$ cat src/rtl/tow_pkg.sv
// rtl/tow_pkg.sv - shared state and LED pattern encodings for the tug-of-war match controller
package tow_pkg;

  typedef enum logic [2:0] {
    ST_RESET     = 3'd0,
    ST_WAIT      = 3'd1,
    ST_DARK      = 3'd2,
    ST_PLAY      = 3'd3,
    ST_GLOAT     = 3'd4,
    ST_MATCH_END = 3'd5
  } tow_state_t;

  localparam logic [1:0] LC_ALL  = 2'b11;
  localparam logic [1:0] LC_OFF  = 2'b00;
  localparam logic [1:0] LC_ROPE = 2'b10;
  localparam logic [1:0] LC_WIN  = 2'b01;

endpackage

$ cat src/rtl/tow_tick_counter.sv
// rtl/tow_tick_counter.sv - slowen-gated phase counter that stops at its target
module tow_tick_counter #(
  parameter int W = 4
) (
  input  logic         clk,
  input  logic         rst,
  input  logic         clr,
  input  logic         en,
  input  logic [W-1:0] target,
  output logic [W-1:0] count,
  output logic         tc
);

  assign tc = (count >= target);

  always_ff @(posedge clk or posedge rst) begin
    if (rst)
      count <= '0;
    else if (clr)
      count <= '0;
    else if (en && !tc)
      count <= count + 1'b1;
  end

endmodule

$ cat src/rtl/tow_match_ctrl.sv
// rtl/tow_match_ctrl.sv - tug-of-war match sequencer with per-side round scores
module tow_match_ctrl
  import tow_pkg::*;
#(
  parameter int WAIT_TICKS    = 2,
  parameter int GLOAT_TICKS   = 2,
  parameter int DARK_MIN      = 1,
  parameter int ROUNDS_TO_WIN = 3,
  parameter int SCORE_W       = 3,
  parameter int TICK_W        = 4
) (
  input  logic               clk,
  input  logic               rst,
  input  logic               slowen,
  input  logic               rout,
  input  logic               winrnd,
  input  logic               win_side,
  input  logic               new_match,
  output logic               clear,
  output logic               leds_on,
  output logic [1:0]         led_control,
  output logic [SCORE_W-1:0] score_l,
  output logic [SCORE_W-1:0] score_r,
  output logic               match_over,
  output logic               match_winner
);

  // Counter targets are "last index" values so the terminal flag marks the Nth slowen.
  localparam logic [TICK_W-1:0]  WAIT_T  = TICK_W'(WAIT_TICKS - 1);
  localparam logic [TICK_W-1:0]  GLOAT_T = TICK_W'(GLOAT_TICKS - 1);
  localparam logic [TICK_W-1:0]  DARK_T  = TICK_W'(DARK_MIN);
  localparam logic [SCORE_W-1:0] WIN_CNT = SCORE_W'(ROUNDS_TO_WIN);

  tow_state_t         state, state_nx;
  logic [TICK_W-1:0]  tick, tick_target;
  logic               tick_en, tick_tc, tick_clr;
  logic               win_take, match_done;
  logic [SCORE_W-1:0] score_l_inc, score_r_inc;

  tow_tick_counter #(.W(TICK_W)) u_tick (
    .clk    (clk),
    .rst    (rst),
    .clr    (tick_clr),
    .en     (tick_en),
    .target (tick_target),
    .count  (tick),
    .tc     (tick_tc)
  );

  assign win_take    = winrnd && ((state == ST_DARK) || (state == ST_PLAY));
  assign match_done  = (score_l == WIN_CNT) || (score_r == WIN_CNT);
  assign score_l_inc = (score_l == '1) ? score_l : score_l + 1'b1;
  assign score_r_inc = (score_r == '1) ? score_r : score_r + 1'b1;
  assign tick_clr    = (state_nx != state);

  always_ff @(posedge clk or posedge rst) begin
    if (rst)
      state <= ST_RESET;
    else
      state <= state_nx;
  end

  always_comb begin
    state_nx    = state;
    tick_en     = 1'b0;
    tick_target = '0;
    case (state)
      ST_RESET: state_nx = ST_WAIT;
      ST_WAIT: begin
        tick_en     = slowen;
        tick_target = WAIT_T;
        if (slowen && tick_tc)
          state_nx = ST_DARK;
      end
      ST_DARK: begin
        tick_target = DARK_T;
        // A win during DARK is a false start and pre-empts any start request.
        if (winrnd)
          state_nx = ST_GLOAT;
        else begin
          tick_en = slowen;
          if (slowen && rout && tick_tc)
            state_nx = ST_PLAY;
        end
      end
      ST_PLAY: begin
        if (winrnd)
          state_nx = ST_GLOAT;
      end
      ST_GLOAT: begin
        tick_en     = slowen;
        tick_target = GLOAT_T;
        if (slowen && tick_tc)
          state_nx = match_done ? ST_MATCH_END : ST_DARK;
      end
      ST_MATCH_END: begin
        if (new_match)
          state_nx = ST_WAIT;
      end
      default: state_nx = ST_RESET;
    endcase
  end

  always_ff @(posedge clk or posedge rst) begin
    if (rst) begin
      score_l      <= '0;
      score_r      <= '0;
      match_winner <= 1'b0;
    end else if ((state == ST_MATCH_END) && new_match) begin
      score_l      <= '0;
      score_r      <= '0;
      match_winner <= 1'b0;
    end else if (win_take) begin
      if (!win_side) begin
        score_l <= score_l_inc;
        if (score_l_inc == WIN_CNT)
          match_winner <= 1'b0;
      end else begin
        score_r <= score_r_inc;
        if (score_r_inc == WIN_CNT)
          match_winner <= 1'b1;
      end
    end
  end

  always_comb begin
    leds_on     = 1'b1;
    clear       = 1'b1;
    led_control = LC_ALL;
    case (state)
      ST_DARK: begin
        leds_on     = 1'b0;
        clear       = 1'b0;
        led_control = LC_OFF;
      end
      ST_PLAY: begin
        clear       = 1'b0;
        led_control = LC_ROPE;
      end
      ST_GLOAT:     led_control = LC_ROPE;
      ST_MATCH_END: led_control = LC_WIN;
      default:      led_control = LC_ALL;
    endcase
  end

  assign match_over = (state == ST_MATCH_END);

endmodule

$ cat config.mk
export PLATFORM = sky130hd
export DESIGN_NAME = tow_match_ctrl
export DESIGN_NICKNAME = d
export VERILOG_FILES = /design/src/rtl/tow_pkg.sv /design/src/rtl/tow_tick_counter.sv /design/src/rtl/tow_match_ctrl.sv
export SDC_FILE = /design/constraint.sdc
export NUM_CORES = 1
export LEC_CHECK = 0
export ABC_AREA = 1
export BUFFER_PORTS_ARGS = -buffer_cell sky130_fd_sc_hd__buf_2
export CORE_UTILIZATION = 53
export DETAILED_ROUTE_END_ITERATION = 10
export PLACE_DENSITY_LB_ADDON = 0.08
export SLEW_MARGIN = 30
export SYNTH_ARGS = -nofsm -noshare
export SYNTH_HDL_FRONTEND = slang
export SYNTH_SLANG_ARGS = --single-unit
$ cat constraint.sdc
create_clock -name clk -period 2.5 [get_ports clk]
set_clock_uncertainty 0.2 [all_clocks]
set_input_delay 0.25 -clock clk [delete_from_list [all_inputs] [get_ports clk]]
set_output_delay 0.25 -clock clk [all_outputs]
set_load 0.005 [all_outputs]
After elaboration in Yosys (flattened, before gate mapping) --
Index checks and enable logic that the tools add are counted.
Storage, ports and cells: word-level logic and storage cells 73, output and inout bits 12, register bits 14, bits of input ports 7
Cells by class: add/sub/neg operators 3, order comparisons 1, muxes and demuxes 29, reductions and logical operators 21, equality and inequality tests 14
Operators by type and width (count):
- $mux 3 | 15
- $eq 3x2->1 const B | 6
- $pmux 3 s6 | 1
- $eq 3x3->1 const B | 4
- $mux 1 | 9
- $mux 4 | 2
- $add 3x1->3 const B | 2
- $logic_and 1x1->1 | 6
- $pmux 2 s3 | 1
- $reduce_bool 2->1 | 3
- $reduce_or 2->1 | 3
- $add 4x1->4 const B | 1
- $ge 4x1->1 | 1
- $reduce_and 2->1 | 2
- $eq 3x1->1 const B | 1
- $logic_not 3->1 | 1
- $ne 3x1->1 const B | 1
- $ne 3x3->1 | 1
- $reduce_and 3->1 | 1
- $reduce_bool 3->1 | 1
- $reduce_or 3->1 | 1
- $logic_or 1x1->1 | 2
- $ne 2x1->1 const B | 1
- $pmux 1 s2 | 1
- $logic_not 1->1 | 1

Longest topological paths before layout --
depth in word-level cells 10, depth in mapped cells 16, depth with buffers taken out 16

Cells and area by module --
Synthesis repeated with hierarchy kept, for this count alone.
Unflattened totals: cells, all modules 178, area, all modules 1239.9 sq um
Modules (own cells, without submodules):
- tow_match_ctrl | area an instance 874.6 sq um, seq. area each 250.2 sq um, times used 1, cells each 129
- tow_tick_counter | area an instance 365.4 sq um, seq. area each 100.1 sq um, times used 1, cells each 49

Least setup slack after synthesis --
Ideal clock, no wire load.
path kind register to register, start register state[1], end register u_tick.count[0], path slack 0.236 ns, clock period less this slack 2.264 ns, library setup time 0.124 ns, cell stages (with the launch flop) 15, path buffers 0, arrival 1.940 ns, data required time 2.176 ns, cells stage by stage dfrtp_1 nor3_2 nor2_1 nand2_1 ha_1 nor2_1 nand3_1 nand2_1 nand2_1 nand2_1 nand2_1 nand2_1 nand2_1 nand3_1 nor3_2
Between the ends: cells in the longest elaborated chain, start to end 10, elaborated cells between the ends (all ways) 25, those cells by class 1 x order compare; 6 x eq/ne; 10 x mux; 8 x reduce/logical
Ends and longest elaborated chain:
- from (decl) | line tow_match_ctrl.sv:34 | tow_state_t state, state_nx;
- from (signal assigned) | line tow_match_ctrl.sv:60 | state <= state_nx;
- $eq 3x2->1 (tied with other cells) | line tow_match_ctrl.sv:67 | case (state)
- $reduce_or 3->1 (no source line)
- $mux 1 | line tow_match_ctrl.sv:67
- $ge 4x1->1 | line tow_tick_counter.sv:14 | assign tc = (count >= target);
- $logic_and 1x1->1 | line tow_match_ctrl.sv:82 | if (slowen && rout && tick_tc)
- $mux 3 | line tow_match_ctrl.sv:82
- $mux 3 | line tow_match_ctrl.sv:78 | if (winrnd)
- $pmux 3 s6 (*) | line tow_match_ctrl.sv:67
- net state_nx[1] | line tow_match_ctrl.sv:34
- $ne 3x3->1 (*) | line tow_match_ctrl.sv:54 | assign tick_clr = (state_nx != state);
- $mux 4 / $reduce_bool 2->1 (equally long branches)
- to (signal assigned) | line tow_tick_counter.sv:22 | count <= count + 1'b1;
- to (decl) | line tow_tick_counter.sv:10 | output logic [W-1:0] count,
The timed path passes the listed nets; every way through them passes the cells marked *. A chain may end at the register's enable or synchronous reset.

Worst setup path after layout --
start register state[2], end register u_tick.count[0]
Between the ends: cells in the longest elaborated chain, start to end 10, elaborated cells between the ends (all ways) 25, those cells by class 1 x order compare; 6 x eq/ne; 10 x mux; 8 x reduce/logical
Ends and longest elaborated chain (line):
- $eq 3x2->1 (tied with other cells) | tow_match_ctrl.sv:67
- $reduce_or 3->1 (no source line)
- $mux 1 | tow_match_ctrl.sv:67
- $ge 4x1->1 | tow_tick_counter.sv:14
- $logic_and 1x1->1 | tow_match_ctrl.sv:82
- $mux 3 | tow_match_ctrl.sv:82
- $mux 3 | tow_match_ctrl.sv:78
- $pmux 3 s6 | tow_match_ctrl.sv:67
- $ne 3x3->1 | tow_match_ctrl.sv:54
- $mux 4 / $reduce_bool 2->1 (equally long branches)
Several ways; a longest one is shown, not always the timed one.

==> metrics list <==
* Result of the run: finished clean
* Fin. max-slew vios: 0
* Startpoint-to-endpoint class of the critical path: flop to flop
* GR peak layer: met2
- Worst path slowest cell: sky130_fd_sc_hd__dfrtp_2
- DRT Pass-1 Iters: 4
* Clock latency reported for the late side of the worst-skew pair: about 0.29 ns
- Routability Congestion: roughly 1.0
* Endpoint type of the worst setup path: flop
- In the synthesized netlist, the number of instances is 142.
* Top cells by area, synth: sky130_fd_sc_hd__dfrtp_1 35%, sky130_fd_sc_hd__nand2_1 14%, sky130_fd_sc_hd__inv_1 8.7%, sky130_fd_sc_hd__nand3_1 6.6%, sky130_fd_sc_hd__nor3_2 6.1%
* Number of antenna repair diodes: 0
- Using the TritonRoute via totals, the vias-per-cell ratio works out to 5.15.
* Number of warnings issued by yosys: 0
- At the placement stage, the worst setup path has a slack of 0.0370 ns.
- Clock buffers created by TritonCTS: 3
- The number of cells on the worst reg-to-reg path is 14.
- 19 I/O pins were placed.
* CTS sink cnt: 14
- Counting I/O delays and the setup requirement, the final critical path takes 2.36 ns.
- From left edge to right edge, the die measures 45.2 um.
- Post-route cell area: 1210 um2
- After detailed routing, the number of remaining DRC violations is 0.
- The floorplan step set the die height to approximately 45 um.
* Count of nets after finishing: 180
- Final Cycle Share: 94.4%
- Worst vdd rail ir drop: approximately 0.66 mV
- The via count of the first global-routing pass is 854.
- The clock passes through at most 2 buffers.
- Derived from the worst setup path, the maximum achievable clock frequency is between 400 and 500 MHz.
- For the pin with the worst max-slew slack, the measured transition is around 0.55 ns.
* Area share of the largest cell type after synthesis: 35.4%
* Post-detailed-route wirelength per cell: 11.3 um
- Initial Utilization: between 50% and 60%
* HP Start: win_side
- Vias post-DR: around 990
- Traced cell by cell, the critical path runs through inv_2 -> nor3_2 -> nor2_1 -> nand2_1 -> ha_1 -> nor2_1 -> nand3_2 -> nand2_1 -> nand2_1 -> nand2_1 -> nand2_1 -> nand3_1 -> nand3_2 -> nor3_2.
- The synthesized design spends more area on one cell type than any other, namely sky130_fd_sc_hd__dfrtp_1.
- The number of different library cells used by synthesis comes to 25.
* FF-to-FF End: u_tick.count[0]
* Post-synthesis instance area: 991 um2
* Data arrival time at the worst-slack endpoint: about 2.4 ns
* Relative slew margins: between 60 and 70%
- Power spread over the standard cell area amounts to 1140 nW/um2.
- The first global-routing pass estimated around 3.4 mm of wire.
* Worst reg2reg startpoint: state[2]
- WP data required: roughly 2.5 ns
- Antenna Violating Nets Remaining: 0
- Min setup slack post-route: about 0.14 ns
- Most numerous cell on the critical path: sky130_fd_sc_hd__nand2_1
- Register-to-register setup slack: 0.14 ns
* Area of the die: 2050 um2
* Standard cell core area: around 1700 um2
- Mean post-synth cell area: 6.98 um2
- CTS clock-pin slew for the worst setup and hold paths: 0.09 ns
- Switching power of the nets: 669 uW
- GR met2 Demand/Resource: between 30% and 40%
- Setup crit start: state[2]
* Total wire length after detailed routing: 2.18 mm
- The internal power of the cells totals 710 uW.
* Post-Synthesis Net Count: 153
- Share of layout cells above drive strength 1: 30.4%
* Maximum number of pins on one net before global-route repair: 15
- In this run the core area contains 15 standard-cell rows.
* Sequential share of the synthesized area: 35.4%
- In this run the worst setup path terminates at u_tick.count[0].
- Number of synthesized flops with an enable pin: 0
* Total leakage power: approximately 0.67 nW
- Global routing consumed, over all layers together, 23.5% of the routing resources.
- Initial antenna violation count: 0
- Met1 capacity usage during global routing: slightly below 30%
* Count of final hold-check violations: 0
- Overflow left after global routing: 0
- In this run the clock root is driven by a sky130_fd_sc_hd__clkbuf_4.
- Critical Path Source Type: flop
* Leading register cell type out of synthesis: sky130_fd_sc_hd__dfrtp_1
* Placed wire-length estimate: 1.63 mm
- Worst-path fanout max: 5
- Share of synthesized flip-flops with an asynchronous set or reset: 100%
* Switching share of power: about 49%
- The share of total power dissipated in combinational logic is 58.9%.
* #FFs+latches synth: 14
- From synthesis to final layout, the design area changed by 22.0%.
* Power share of the clock group: approximately an eighth
* Port bufs: 18
- Registers are responsible for 28.8% of the overall power.
- Placed instance area: 1120 um2
* Max stage delay on crit path: 0.47 ns
- Final Setup Violations: 0
- In this run, the number of DRC markers left after iteration 0 of detailed routing was 23.
* Met3 routing resource usage after global routing: 4.80%
- TritonCTS clock tree: done
- In this run the number of H-tree levels came out at 1.
- Hold/Removal Path Class: input pin to flop
* Max-cap violation count: 0
## Yosys cell counts (2+ instances only)
master / count
sky130_fd_sc_hd__nand2_1: 36
sky130_fd_sc_hd__nor3_1: 2
sky130_fd_sc_hd__nor3_2: 6
sky130_fd_sc_hd__nor2_1: 9
sky130_fd_sc_hd__o21ai_0: 2
sky130_fd_sc_hd__o22ai_1: 3
sky130_fd_sc_hd__nand4_1: 4
sky130_fd_sc_hd__nand3_1: 13
sky130_fd_sc_hd__a21oi_1: 2
sky130_fd_sc_hd__nand2_2: 2
sky130_fd_sc_hd__inv_2: 9
sky130_fd_sc_hd__xor2_1: 2
sky130_fd_sc_hd__inv_1: 23
sky130_fd_sc_hd__dfrtp_1: 14
sky130_fd_sc_hd__ha_1: 4
sky130_fd_sc_hd__clkinv_1: 2
## through the flow
step	hold WS, ns	cells	setup TNS [ns]	power, mW	util [%]
after detailed placement	0.128	186	0	1.15	64.4
after global placement	0.113	186	0	1.11	64.4
final	0.0930	193	0	1.38	69.2
after global routing	0.117	193	-0.0268	1.51	69.2
after floorplan	-0.0608	142	0	0.929	-
after CTS	0.0975	191	0	1.32	67.0
## cells by family after synthesis
group | after synthesis | synth area share (%)
adder cells (fa/ha/maj) | 4 | 5.05
AND/OR/NAND/NOR | 75 | 36.9
XOR/XNOR | 2 | 1.77
buffers and inverters | 35 | 13.3
AO/OA/AOI/OAI | 12 | 7.70
flip-flops | 14 | 35.4
## cell type report
cell class	count	area (um2)
Clock buffer	4	36.3
Tap cell	25	31.3
Fill cell	159	537
Timing Repair Buffer	23	130
Multi-Input combinational cell	93	531
Inverter	34	128
Sequential cell	14	353
## worst min path at each step
stage                     slack [ns]      endpoint  cells after the start
after floorplan                -0.06  match_winner                      1
after global placement          0.11  match_winner                      2
after detailed placement        0.13    score_r[0]                      2
after CTS                        0.1    score_l[0]                      4
after global routing            0.12    score_l[0]                      4
final                           0.09    score_l[0]                      4
## layout by cell type, fill, tap and decap left out, types with 3 or more instances in the layout
cell type	instances
sky130_fd_sc_hd__nor2_1	9
sky130_fd_sc_hd__ha_1	4
sky130_fd_sc_hd__nand3_1	10
sky130_fd_sc_hd__nand2_1	36
sky130_fd_sc_hd__o22ai_1	3
sky130_fd_sc_hd__nand4_1	4
sky130_fd_sc_hd__buf_2	18
sky130_fd_sc_hd__clkbuf_4	3
sky130_fd_sc_hd__buf_4	4
sky130_fd_sc_hd__inv_1	23
sky130_fd_sc_hd__nand3_2	4
sky130_fd_sc_hd__nor3_2	5
sky130_fd_sc_hd__inv_2	9
sky130_fd_sc_hd__dfrtp_1	12
## power by group through the flow
stage               logic [mW]  clock network (mW)  registers [mW]
detailed placement       0.755                   0           0.391
floorplan                0.546                   0           0.383
finish                   0.812               0.170           0.397
CTS                      0.760               0.172           0.387
global placement         0.730                   0           0.385
global route             0.915               0.182           0.409
## what timing repair did
action,CTS,global route
hold endpoints to repair,14,0
buffers inserted,0,2
resized for setup,0,6
hold buffers,1,0
setup endpoints to repair,0,4
## worst max-delay path: cells and delay by family, from the launching register on
family | cells | cell delay [ns]
simple gates | 12 | 1.22
buf+inv | 1 | 0.11
flops | 1 | 0.47
fa+ha+maj | 1 | 0.27
## routing by layer
metal  wire (um)  vias up
met5           0        -
met4          40        0
met3          92        5
met2        1070       32
met1         970      454
li1            -      502
## registers in the layout, indices dropped and copies added, names as in the netlist
register	flops
u_tick.count	4
score_l	3
match_winner	1
score_r	3
state	3
Power figures use the tool's default switching activity.
